## src/rtl/video_sync_pkg.sv

```systemverilog
// Shared types and lock thresholds for the video sync normalizer.
package video_sync_pkg;

   typedef enum logic {
      UNLOCKED = 1'b0,
      LOCKED   = 1'b1
   } lock_state_e;

   localparam int H_LOCK_LINES  = 4;
   localparam int V_LOCK_FRAMES = 2;

endpackage

```

## src/rtl/sync_pol_detect.sv

```systemverilog
// Measures high/low run lengths of a sync signal between rising edges and
// decides its polarity; instanced once per axis.
module sync_pol_detect #(
   parameter int CNT_W = 12
) (
   input  logic             clk,
   input  logic             rst,
   input  logic             en,
   input  logic             sync,
   output logic             pol,
   output logic [CNT_W:0]   total,
   output logic [CNT_W-1:0] width,
   output logic             bnd,
   output logic             invalid
);

   localparam logic [CNT_W-1:0] CNT_MAX = '1;

   logic             sync_d;
   logic             armed;
   logic             rise;
   logic [CNT_W-1:0] hi_cnt;
   logic [CNT_W-1:0] lo_cnt;

   function automatic logic [CNT_W-1:0] sat_inc(input logic [CNT_W-1:0] v);
      return (v == CNT_MAX) ? v : v + 1'b1;
   endfunction

   // The first rising edge after reset only arms the detector, so a partial
   // period is never evaluated.
   assign rise    = en & sync & ~sync_d;
   assign bnd     = rise & armed;
   assign total   = {1'b0, hi_cnt} + {1'b0, lo_cnt};
   assign width   = (hi_cnt < lo_cnt) ? hi_cnt : lo_cnt;
   assign invalid = bnd & ((hi_cnt == CNT_MAX) | (lo_cnt == CNT_MAX));

   always_ff @(posedge clk or posedge rst) begin
      if (rst) begin
         sync_d <= 1'b0;
         armed  <= 1'b0;
         hi_cnt <= '0;
         lo_cnt <= '0;
         pol    <= 1'b0;
      end else if (en) begin
         sync_d <= sync;
         if (rise) begin
            armed  <= 1'b1;
            hi_cnt <= CNT_W'(1);
            lo_cnt <= '0;
            if (bnd && !invalid) begin
               if (hi_cnt < lo_cnt) begin
                  pol <= 1'b1;
               end else if (hi_cnt > lo_cnt) begin
                  pol <= 1'b0;
               end
            end
         end else if (sync) begin
            hi_cnt <= sat_inc(hi_cnt);
         end else begin
            lo_cnt <= sat_inc(lo_cnt);
         end
      end
   end

endmodule

```

## src/rtl/video_sync_normalizer.sv

```systemverilog
// Normalises core syncs to active-low, blanks RGB and reports timing lock.
// Optional VIDEO_SYNC_STATS_EN adds h_total_o, v_total_o and hs_width_o.
module video_sync_normalizer
   import video_sync_pkg::*;
#(
   parameter int COLOR_DEPTH = 6,
   parameter int HCNT_WIDTH  = 12,
   parameter int VCNT_WIDTH  = 11
) (
   input  logic                   clk_sys,
   input  logic                   reset,
   input  logic                   ce_pix,
   input  logic [COLOR_DEPTH-1:0] R,
   input  logic [COLOR_DEPTH-1:0] G,
   input  logic [COLOR_DEPTH-1:0] B,
   input  logic                   HSync,
   input  logic                   VSync,
   input  logic                   HBlank,
   input  logic                   VBlank,
   output logic [COLOR_DEPTH-1:0] R_out,
   output logic [COLOR_DEPTH-1:0] G_out,
   output logic [COLOR_DEPTH-1:0] B_out,
   output logic                   HSync_out,
   output logic                   VSync_out,
   output logic                   h_pol,
   output logic                   v_pol,
`ifdef VIDEO_SYNC_STATS_EN
   output logic [HCNT_WIDTH:0]    h_total_o,
   output logic [VCNT_WIDTH:0]    v_total_o,
   output logic [HCNT_WIDTH-1:0]  hs_width_o,
`endif
   output logic                   locked
);

   localparam logic [1:0] H_MATCH_MAX = 2'(H_LOCK_LINES - 1);
   localparam logic       V_MATCH_MAX = 1'(V_LOCK_FRAMES - 1);

   logic                  hs_d;
   logic                  line_stb;
   logic                  h_bnd, h_inv, v_bnd, v_inv;
   logic [HCNT_WIDTH:0]   h_total;
   logic [HCNT_WIDTH-1:0] h_width;
   logic [VCNT_WIDTH:0]   v_total;
   logic [VCNT_WIDTH-1:0] v_width;

   lock_state_e           state, state_n;
   logic [HCNT_WIDTH:0]   h_prev, h_prev_n;
   logic [VCNT_WIDTH:0]   v_prev, v_prev_n;
   logic                  h_pv, h_pv_n, v_pv, v_pv_n;
   logic [1:0]            h_match, h_match_n;
   logic                  v_match, v_match_n;
   logic                  h_mis, v_mis, dis;

   assign line_stb = ce_pix & HSync & ~hs_d;

   sync_pol_detect #(.CNT_W(HCNT_WIDTH)) u_h_det (
      .clk     (clk_sys),
      .rst     (reset),
      .en      (ce_pix),
      .sync    (HSync),
      .pol     (h_pol),
      .total   (h_total),
      .width   (h_width),
      .bnd     (h_bnd),
      .invalid (h_inv)
   );

   sync_pol_detect #(.CNT_W(VCNT_WIDTH)) u_v_det (
      .clk     (clk_sys),
      .rst     (reset),
      .en      (line_stb),
      .sync    (VSync),
      .pol     (v_pol),
      .total   (v_total),
      .width   (v_width),
      .bnd     (v_bnd),
      .invalid (v_inv)
   );

   // Output stage: syncs use the polarity held before this ce's update.
   always_ff @(posedge clk_sys or posedge reset) begin
      if (reset) begin
         hs_d      <= 1'b0;
         R_out     <= '0;
         G_out     <= '0;
         B_out     <= '0;
         HSync_out <= 1'b1;
         VSync_out <= 1'b1;
      end else if (ce_pix) begin
         hs_d      <= HSync;
         R_out     <= (HBlank | VBlank) ? '0 : R;
         G_out     <= (HBlank | VBlank) ? '0 : G;
         B_out     <= (HBlank | VBlank) ? '0 : B;
         HSync_out <= HSync ^ h_pol;
         VSync_out <= VSync ^ v_pol;
      end
   end

   always_comb begin
      h_prev_n  = h_prev;
      h_pv_n    = h_pv;
      h_match_n = h_match;
      v_prev_n  = v_prev;
      v_pv_n    = v_pv;
      v_match_n = v_match;
      state_n   = state;

      h_mis = h_bnd & (h_inv | (h_pv & (h_total != h_prev)));
      v_mis = v_bnd & (v_inv | (v_pv & (v_total != v_prev)));
      dis   = h_mis | v_mis;

      if (h_bnd) begin
         h_prev_n = h_total;
         h_pv_n   = ~h_inv;
         if (h_pv && !h_mis && (h_match != H_MATCH_MAX)) begin
            h_match_n = h_match + 2'd1;
         end
      end
      if (v_bnd) begin
         v_prev_n = v_total;
         v_pv_n   = ~v_inv;
         if (v_pv && !v_mis && (v_match != V_MATCH_MAX)) begin
            v_match_n = v_match + 1'b1;
         end
      end
      // Any disturbance on either axis restarts both match runs.
      if (dis) begin
         h_match_n = '0;
         v_match_n = 1'b0;
      end

      case (state)
         UNLOCKED: if (!dis && h_match_n == H_MATCH_MAX && v_match_n == V_MATCH_MAX) state_n = LOCKED;
         LOCKED:   if (dis) state_n = UNLOCKED;
         default:  state_n = UNLOCKED;
      endcase
   end

   always_ff @(posedge clk_sys or posedge reset) begin
      if (reset) begin
         state   <= UNLOCKED;
         h_prev  <= '0;
         h_pv    <= 1'b0;
         h_match <= '0;
         v_prev  <= '0;
         v_pv    <= 1'b0;
         v_match <= 1'b0;
      end else if (ce_pix) begin
         state   <= state_n;
         h_prev  <= h_prev_n;
         h_pv    <= h_pv_n;
         h_match <= h_match_n;
         v_prev  <= v_prev_n;
         v_pv    <= v_pv_n;
         v_match <= v_match_n;
      end
   end

   assign locked = (state == LOCKED);

`ifdef VIDEO_SYNC_STATS_EN
   logic unused_width_bits;
   assign unused_width_bits = ^v_width;

   always_ff @(posedge clk_sys or posedge reset) begin
      if (reset) begin
         h_total_o  <= '0;
         v_total_o  <= '0;
         hs_width_o <= '0;
      end else begin
         if (h_bnd) begin
            h_total_o  <= h_total;
            hs_width_o <= h_width;
         end
         if (v_bnd) begin
            v_total_o <= v_total;
         end
      end
   end
`else
   logic unused_width_bits;
   assign unused_width_bits = ^{h_width, v_width};
`endif

endmodule

```

## config.mk

```make
export PLATFORM = sky130hd
export DESIGN_NAME = video_sync_normalizer
export DESIGN_NICKNAME = d
export VERILOG_FILES = /design/src/rtl/video_sync_pkg.sv /design/src/rtl/sync_pol_detect.sv /design/src/rtl/video_sync_normalizer.sv
export SDC_FILE = /design/constraint.sdc
export NUM_CORES = 1
export LEC_CHECK = 0
export BUFFER_PORTS_ARGS = -buffer_cell sky130_fd_sc_hd__buf_2
export CORE_ASPECT_RATIO = 0.75
export CORE_MARGIN = 8
export CORE_UTILIZATION = 30
export CTS_BUF_LIST = sky130_fd_sc_hd__clkbuf_8
export DETAILED_ROUTE_END_ITERATION = 16
export GPL_TIMING_DRIVEN = 0
export SLEW_MARGIN = 20
export SYNTH_ARGS = -nofsm -noshare
export SYNTH_HDL_FRONTEND = slang
export SYNTH_SLANG_ARGS = --single-unit
```

## constraint.sdc

```tcl
create_clock -name clk_sys -period 7.7 [get_ports clk_sys]
set_clock_uncertainty 0.05 [all_clocks]
set_input_delay 1.54 -clock clk_sys [delete_from_list [all_inputs] [get_ports clk_sys]]
set_output_delay 1.54 -clock clk_sys [all_outputs]
set_load 0.02 [all_outputs]
```

## Yosys cells after proc, flatten, opt, wreduce, memory -nomap -nowiden

Index checks and enable logic that the tools add are counted.

- Register bits after elaboration: 103
- Latch bits: 0
- Bits in writable memories: 0
- ROM bits: 0
- Bits of input ports: 25
- Output and inout port bits: 23
- Logic and storage cells: 129
- Memories kept: 0

- Add/sub/neg operators: 8
- Multiply operators: 0
- Div/mod/pow operators: 0
- $lt $le $gt $ge: 4
- Equality and inequality tests: 14
- Shift operators: 0
- Mux-type cells: 28
- Bitwise logic cells: 26
- Reductions and logical operators: 27

Operator list:

| cell | count |
|---|---|
| $mux 12 | 6 |
| $mux 11 | 6 |
| $add 12x1->12 const B | 2 |
| $eq 12x12->1 const B | 2 |
| $add 11x1->11 const B | 2 |
| $eq 11x11->1 const B | 2 |
| $mux 6 | 3 |
| $add 12x12->13 | 1 |
| $ne 13x13->1 | 1 |
| $add 11x11->12 | 1 |
| $and 1x1->1 | 12 |
| $gt 12x12->1 | 1 |
| $lt 12x12->1 | 1 |
| $ne 12x12->1 | 1 |
| $ne 2x1->1 const B | 6 |
| $reduce_and 3->1 | 4 |
| $gt 11x11->1 | 1 |
| $lt 11x11->1 | 1 |
| $mux 1 | 9 |
| $logic_and 1x1->1 | 8 |
| $reduce_and 2->1 | 4 |
| $reduce_and 4->1 | 2 |
| $reduce_bool 2->1 | 4 |
| $mux 2 | 3 |
| 9 further kinds | 24 |

## Depth between registers and ports, before layout

- Depth in word-level cells: 17
- Depth in mapped cells: 12
- Depth with buffers taken out: 12

## Modules after synthesis

A second synthesis with hierarchy kept.

- Cell total of the unflattened synthesis: 752
- Area total of the unflattened synthesis: 7100.6 um2

Modules (own cells, without submodules):

| module | instances | cells each | area each (um2) | sequential area each (um2) |
|---|---|---|---|---|
| sync_pol_detect at u_h_det | 1 | 294 | 2478.6 | 675.6 |
| video_sync_normalizer | 1 | 214 | 2406.1 | 1303.8 |
| sync_pol_detect at u_v_det | 1 | 244 | 2215.9 | 625.6 |

## Least setup slack after synthesis

Ideal clock, no wire load.

- Path type: register to register
- From: register u_h_det.lo_cnt[0]
- To: register h_match[0]
- Library setup time: 0.122 ns
- Data arrival time: 3.257 ns
- Required time: 7.528 ns
- Slack: 4.271 ns
- Cell stages (with the launch flop): 12
- Buffers on the path: 0
- Period minus slack after synthesis: 3.429 ns
- Cells stage by stage: dfrtp_1 ha_1 fa_1 nor2b_1 o2111a_1 a211o_2 xnor2_1 or4_4 nor4_4 or4b_1 nand2_1 a21boi_2

- Cells in the longest elaborated chain, start to end: 11
- Elaborated cells between the ends (all ways): 15
- Classes of those cells: add/sub (1); eq/ne (2); mux (3); bitwise (6); reduce/logical (3)

RTL lines:

| element | RTL line | text |
|---|---|---|
| start, declared | sync_pol_detect.sv:23 | `logic [CNT_W-1:0] lo_cnt;` |
| start signal, assigned | sync_pol_detect.sv:60 | `lo_cnt <= sat_inc(lo_cnt);` |
| $add 12x12->13 or $eq 12x12->1 (tied branches) | sync_pol_detect.sv:33, sync_pol_detect.sv:35 |  |
| $ne 13x13->1 or $or 1x1->1 (tied branches) | video_sync_normalizer.sv:108, sync_pol_detect.sv:35 |  |
| $and 1x1->1, on equally long branches | video_sync_normalizer.sv:108, sync_pol_detect.sv:35 |  |
| $or 1x1->1 (*) | video_sync_normalizer.sv:108 | `h_mis = h_bnd & (h_inv \| (h_pv & (h_total != h_prev)));` |
| $and 1x1->1 (*) | video_sync_normalizer.sv:108 |  |
| $logic_not 1->1 | video_sync_normalizer.sv:115 | `if (h_pv && !h_mis && (h_match != H_MATCH_MAX)) begin` |
| $logic_and 1x1->1 (2 in a row) | video_sync_normalizer.sv:115 |  |
| $mux 2 | video_sync_normalizer.sv:115 |  |
| $mux 2 | video_sync_normalizer.sv:112 | `if (h_bnd) begin` |
| $mux 2 (*) | video_sync_normalizer.sv:127 | `if (dis) begin` |
| end signal, assigned | video_sync_normalizer.sv:152 | `h_match <= h_match_n;` |
| end, declared | video_sync_normalizer.sv:50 | `logic [1:0] h_match, h_match_n;` |

Every way passes the cells marked *; elsewhere a longest branch is shown, timed or not.
A chain may end at the register's enable or synchronous reset.

## Final worst setup path

- From: register u_v_det.hi_cnt[0]
- To: register h_match[0]

- Cells in the longest elaborated chain, start to end: 7
- Elaborated cells between the ends (all ways): 10
- Classes of those cells: add/sub (1); eq/ne (2); mux (1); bitwise (6)

RTL lines:

| element | RTL line | text |
|---|---|---|
| start, declared | sync_pol_detect.sv:22 | `logic [CNT_W-1:0] hi_cnt;` |
| start signal, assigned | sync_pol_detect.sv:58 | `hi_cnt <= sat_inc(hi_cnt);` |
| $add 11x11->12 or $eq 11x11->1 (tied branches) | sync_pol_detect.sv:33, sync_pol_detect.sv:35 |  |
| $ne 12x12->1 or $or 1x1->1 (tied branches) | video_sync_normalizer.sv:109, sync_pol_detect.sv:35 |  |
| $and 1x1->1, on equally long branches | video_sync_normalizer.sv:109, sync_pol_detect.sv:35 |  |
| $or 1x1->1 (*) | video_sync_normalizer.sv:109 | `v_mis = v_bnd & (v_inv \| (v_pv & (v_total != v_prev)));` |
| $and 1x1->1 (*) | video_sync_normalizer.sv:109 |  |
| $or 1x1->1 (*) | video_sync_normalizer.sv:110 | `dis = h_mis \| v_mis;` |
| $mux 2 (*) | video_sync_normalizer.sv:127 |  |

Marked as above.

==> flow_metrics.py <==
metrics = {
    "outcome": {
        "status": "finished, final reports clean",
    },
    "logic_synthesis": {
        "syn_area_per_cell_um2": 8.944,
        "yosys.area.top_type": "dfrtp_1",
        "yosys_warnings": 0,
        "synth_nets": 840,
        "ys_top_cells_by_count": "dfrtp_1 (101), nand2_1 (75), nor2_1 (71)",
        "synth_top_area_frac": 0.3708,
        "synth.most_common_cell": "dfrtp_1",
        "synth_cells": 762,
        "synth_edf_count": 0,
        "async_reset_ff_frac": 1.000,
        "ys_types": 69,
        "synth_ff_type": "dfrtp_1",
        "ys_seq_area_frac": 0.3786,
        "synthTopCellsByArea": "dfrtp_1 (37%), ha_1 (9.4%), xnor2_1 (5.9%), o21ai_0 (4.5%), nand2_1 (4.1%)",
        "netlist_area_um2": 6815,
        "synth-seq-cells": 103,
    },
    "placed_design": {
        "io_buffers": 47,
        "hpwl_mm": 12.79,
        "dp.cells": 1104,
        "gp_congestion": 0.8293,
    },
    "global_route": {
        "antenna_found_initial": 2,
        "grt_pass1_vias": 5125,
        "grt_usage": 0.1200,
        "grt_first_pass_wirelength_mm": 27.43,
        "grt_overflow_total": 0,
        "grt_max_degree": 58,
    },
    "sta": {
        "setup_tns_ps": 0,
        "setup_viol": 0,
        "max_freq_mhz": 239.7,
        "rsz0062_at_grt": "no",
        "period_needed_ps": 4172,
        "hold-worst-slack_ps": 431.0,
        "drv_slew": 0,
        "max_slew_margin": 0.4096,
        "final.period_utilization": 0.5418,
        "hold_violations": 0,
        "worstMarginPinSlew_ps": 878.9,
    },
    "clocking": {
        "ctsResizeCount": 0,
        "postCtsHoldBufs": 0,
        "numClockSinks": 103,
        "cts-buffers-inserted": 9,
        "cts_tree": "yes",
        "post-cts-setup-buffers": 0,
        "cts_root_buf": "clkbuf_8",
        "clkTransAtPathRegs_ps": 110,
        "h-tree-depth": 3,
        "cts_buffer_depth": 2,
        "clock_latency_ps": 380,
    },
    "drt": {
        "ant_nets": 0,
        "route.detailed.drc": 0,
        "num_vias": 5426,
        "wire_per_inst_um": 14.78,
        "via_per_inst": 4.840,
        "dr.pass1.iters": 5,
        "drt_iter0_markers": 334,
        "drt-total-wl_mm": 16.57,
    },
    "critical_path": {
        "cp.arrival_ps": 4440,
        "worst_setup_path_end_kind": "flop",
        "crit_type": "flop to flop",
        "path_max_fanout": 5,
        "cp.required_ps": 7960,
        "start_kind": "flop",
    },
    "worst_hold_path": {
        "hold_class": "flop to flop",
    },
    "floorplan": {
        "row_count": 47,
        "dieArea_um2": 27850,
        "io-pin-count": 48,
        "start_util": 0.3074,
        "die_h_um": 146.5,
        "die_x_um": 190.0,
        "core_area_um2": 22170,
    },
    "cells_and_area": {
        "utilization": 0.3447,
        "final_cells": 1121,
        "syn2layout_area_growth_pct": 12.14,
        "layout-drive-gt1-share": 0.1150,
        "fin_nets": 899,
    },
    "power_and_ir_drop": {
        "ir_worst_vdd_uv": 91.85,
        "power.density_nw_per_um2": 226.5,
        "total_leakage_power_nw": 3.457,
    },
    "run": {
        "max_cap_viol_count": 0,
    },
}
per-stage QoR:
stage	setup slack, ps	power [mW]	area (um2)
detailed placement	3570	1.401	7451
floorplan	3409	1.221	6815
global route	3339	1.865	7642
finish	3528	1.731	7642
global placement	1912	1.384	7418
CTS	3555	1.749	7640
state kept, by name (all words and copies together), names as in the netlist, 2 cells and up:
signal          flops
B_out               6
G_out               6
R_out               6
h_match             2
h_prev             13
u_h_det.hi_cnt     12
u_h_det.lo_cnt     12
u_v_det.hi_cnt     11
u_v_det.lo_cnt     11
v_prev             12
worst max-delay path, stage by stage, from the launching register on:
cell and delay (ps):
dfrtp_1 470, ha_1 220, inv_1 60, fa_1 410
or2_2 310, a221oi_1 530, o22ai_2 250, o31ai_1 400
mux2_2 400, nor4_1 460, a21o_1 180, o31a_1 190
a21boi_2 170
routing by layer:
metal	routed length (um)	GRT usage
met2	6131	0.1534
met1	9359	0.1927
met4	175	0.02847
met5	10	0
met3	895	0.02713
layout make-up:
cell class / instances / area, um2
inverter: 59 / 226.5
clock buffer: 10 / 137.6
timing repair buffer: 48 / 262.8
fill: 2271 / 14530
buffer: 26 / 112.6
antenna: 1 / 2.502
tap: 294 / 367.9
multi-input combinational: 574 / 3901
clock inverter: 6 / 51.30
sequential: 103 / 2580
cell usage in the layout (no fill, tap or decap), types with 5 or more instances in the layout:
| cell type | netlist | routed |
|---|---|---|
| a22o_1 | 7 | 7 |
| inv_1 | 59 | 58 |
| a21o_1 | 5 | 5 |
| and3_1 | 9 | 9 |
| clkbuf_1 | 21 | 21 |
| or2_2 | 6 | 6 |
| a21oi_1 | 31 | 31 |
| xor2_1 | 27 | 27 |
| nor4_1 | 8 | 8 |
| nand2_1 | 75 | 75 |
| clkbuf_8 | 0 | 10 |
| nor2b_1 | 12 | 12 |
| o21ai_0 | 61 | 61 |
| ha_1 | 51 | 51 |
| nand4_1 | 16 | 16 |
| nor2_1 | 71 | 71 |
| o21a_1 | 5 | 5 |
| o31ai_1 | 7 | 7 |
| nand3_1 | 21 | 21 |
| dfrtp_1 | 101 | 101 |
| or3_1 | 7 | 7 |
| nor3_1 | 21 | 21 |
| buf_2 | 3 | 50 |
| xnor2_1 | 46 | 46 |
| nand2b_1 | 9 | 9 |
| a211oi_1 | 5 | 5 |
power by group:
group | internal, mW | leakage (nW) | total (mW) | switching [mW]
Sequential | 0.633 | 1.37 | 0.737 | 0.103
Clock | 0.133 | 0.0996 | 0.339 | 0.207
Combinational | 0.298 | 1.99 | 0.655 | 0.356
logic make-up after synthesis:
kind of cell / Yosys count / share of synthesized area
compound gates: 153 / 0.1436
xor+xnor: 76 / 0.1037
fa+ha+maj: 53 / 0.09950
buf+inv: 85 / 0.04902
flops: 103 / 0.3786
mux: 8 / 0.01248
simple gates: 284 / 0.2131
path summary, 6_finish.rpt:
path,start,to,slack (ps),depth (start not counted)
setup / recovery,u_v_det.hi_cnt[0],h_match[0],3530,12
hold / removal,u_h_det.armed,u_h_det.armed,430,1
setup reg to reg,u_v_det.hi_cnt[0],h_match[0],3530,12
hold reg to reg,u_h_det.armed,u_h_det.armed,430,1
max in group asynchronous,reset,HSync_out,5750,3
min in group asynchronous,reset,v_prev[7],1170,2
No activity file was read; power rests on OpenSTA's default activity.
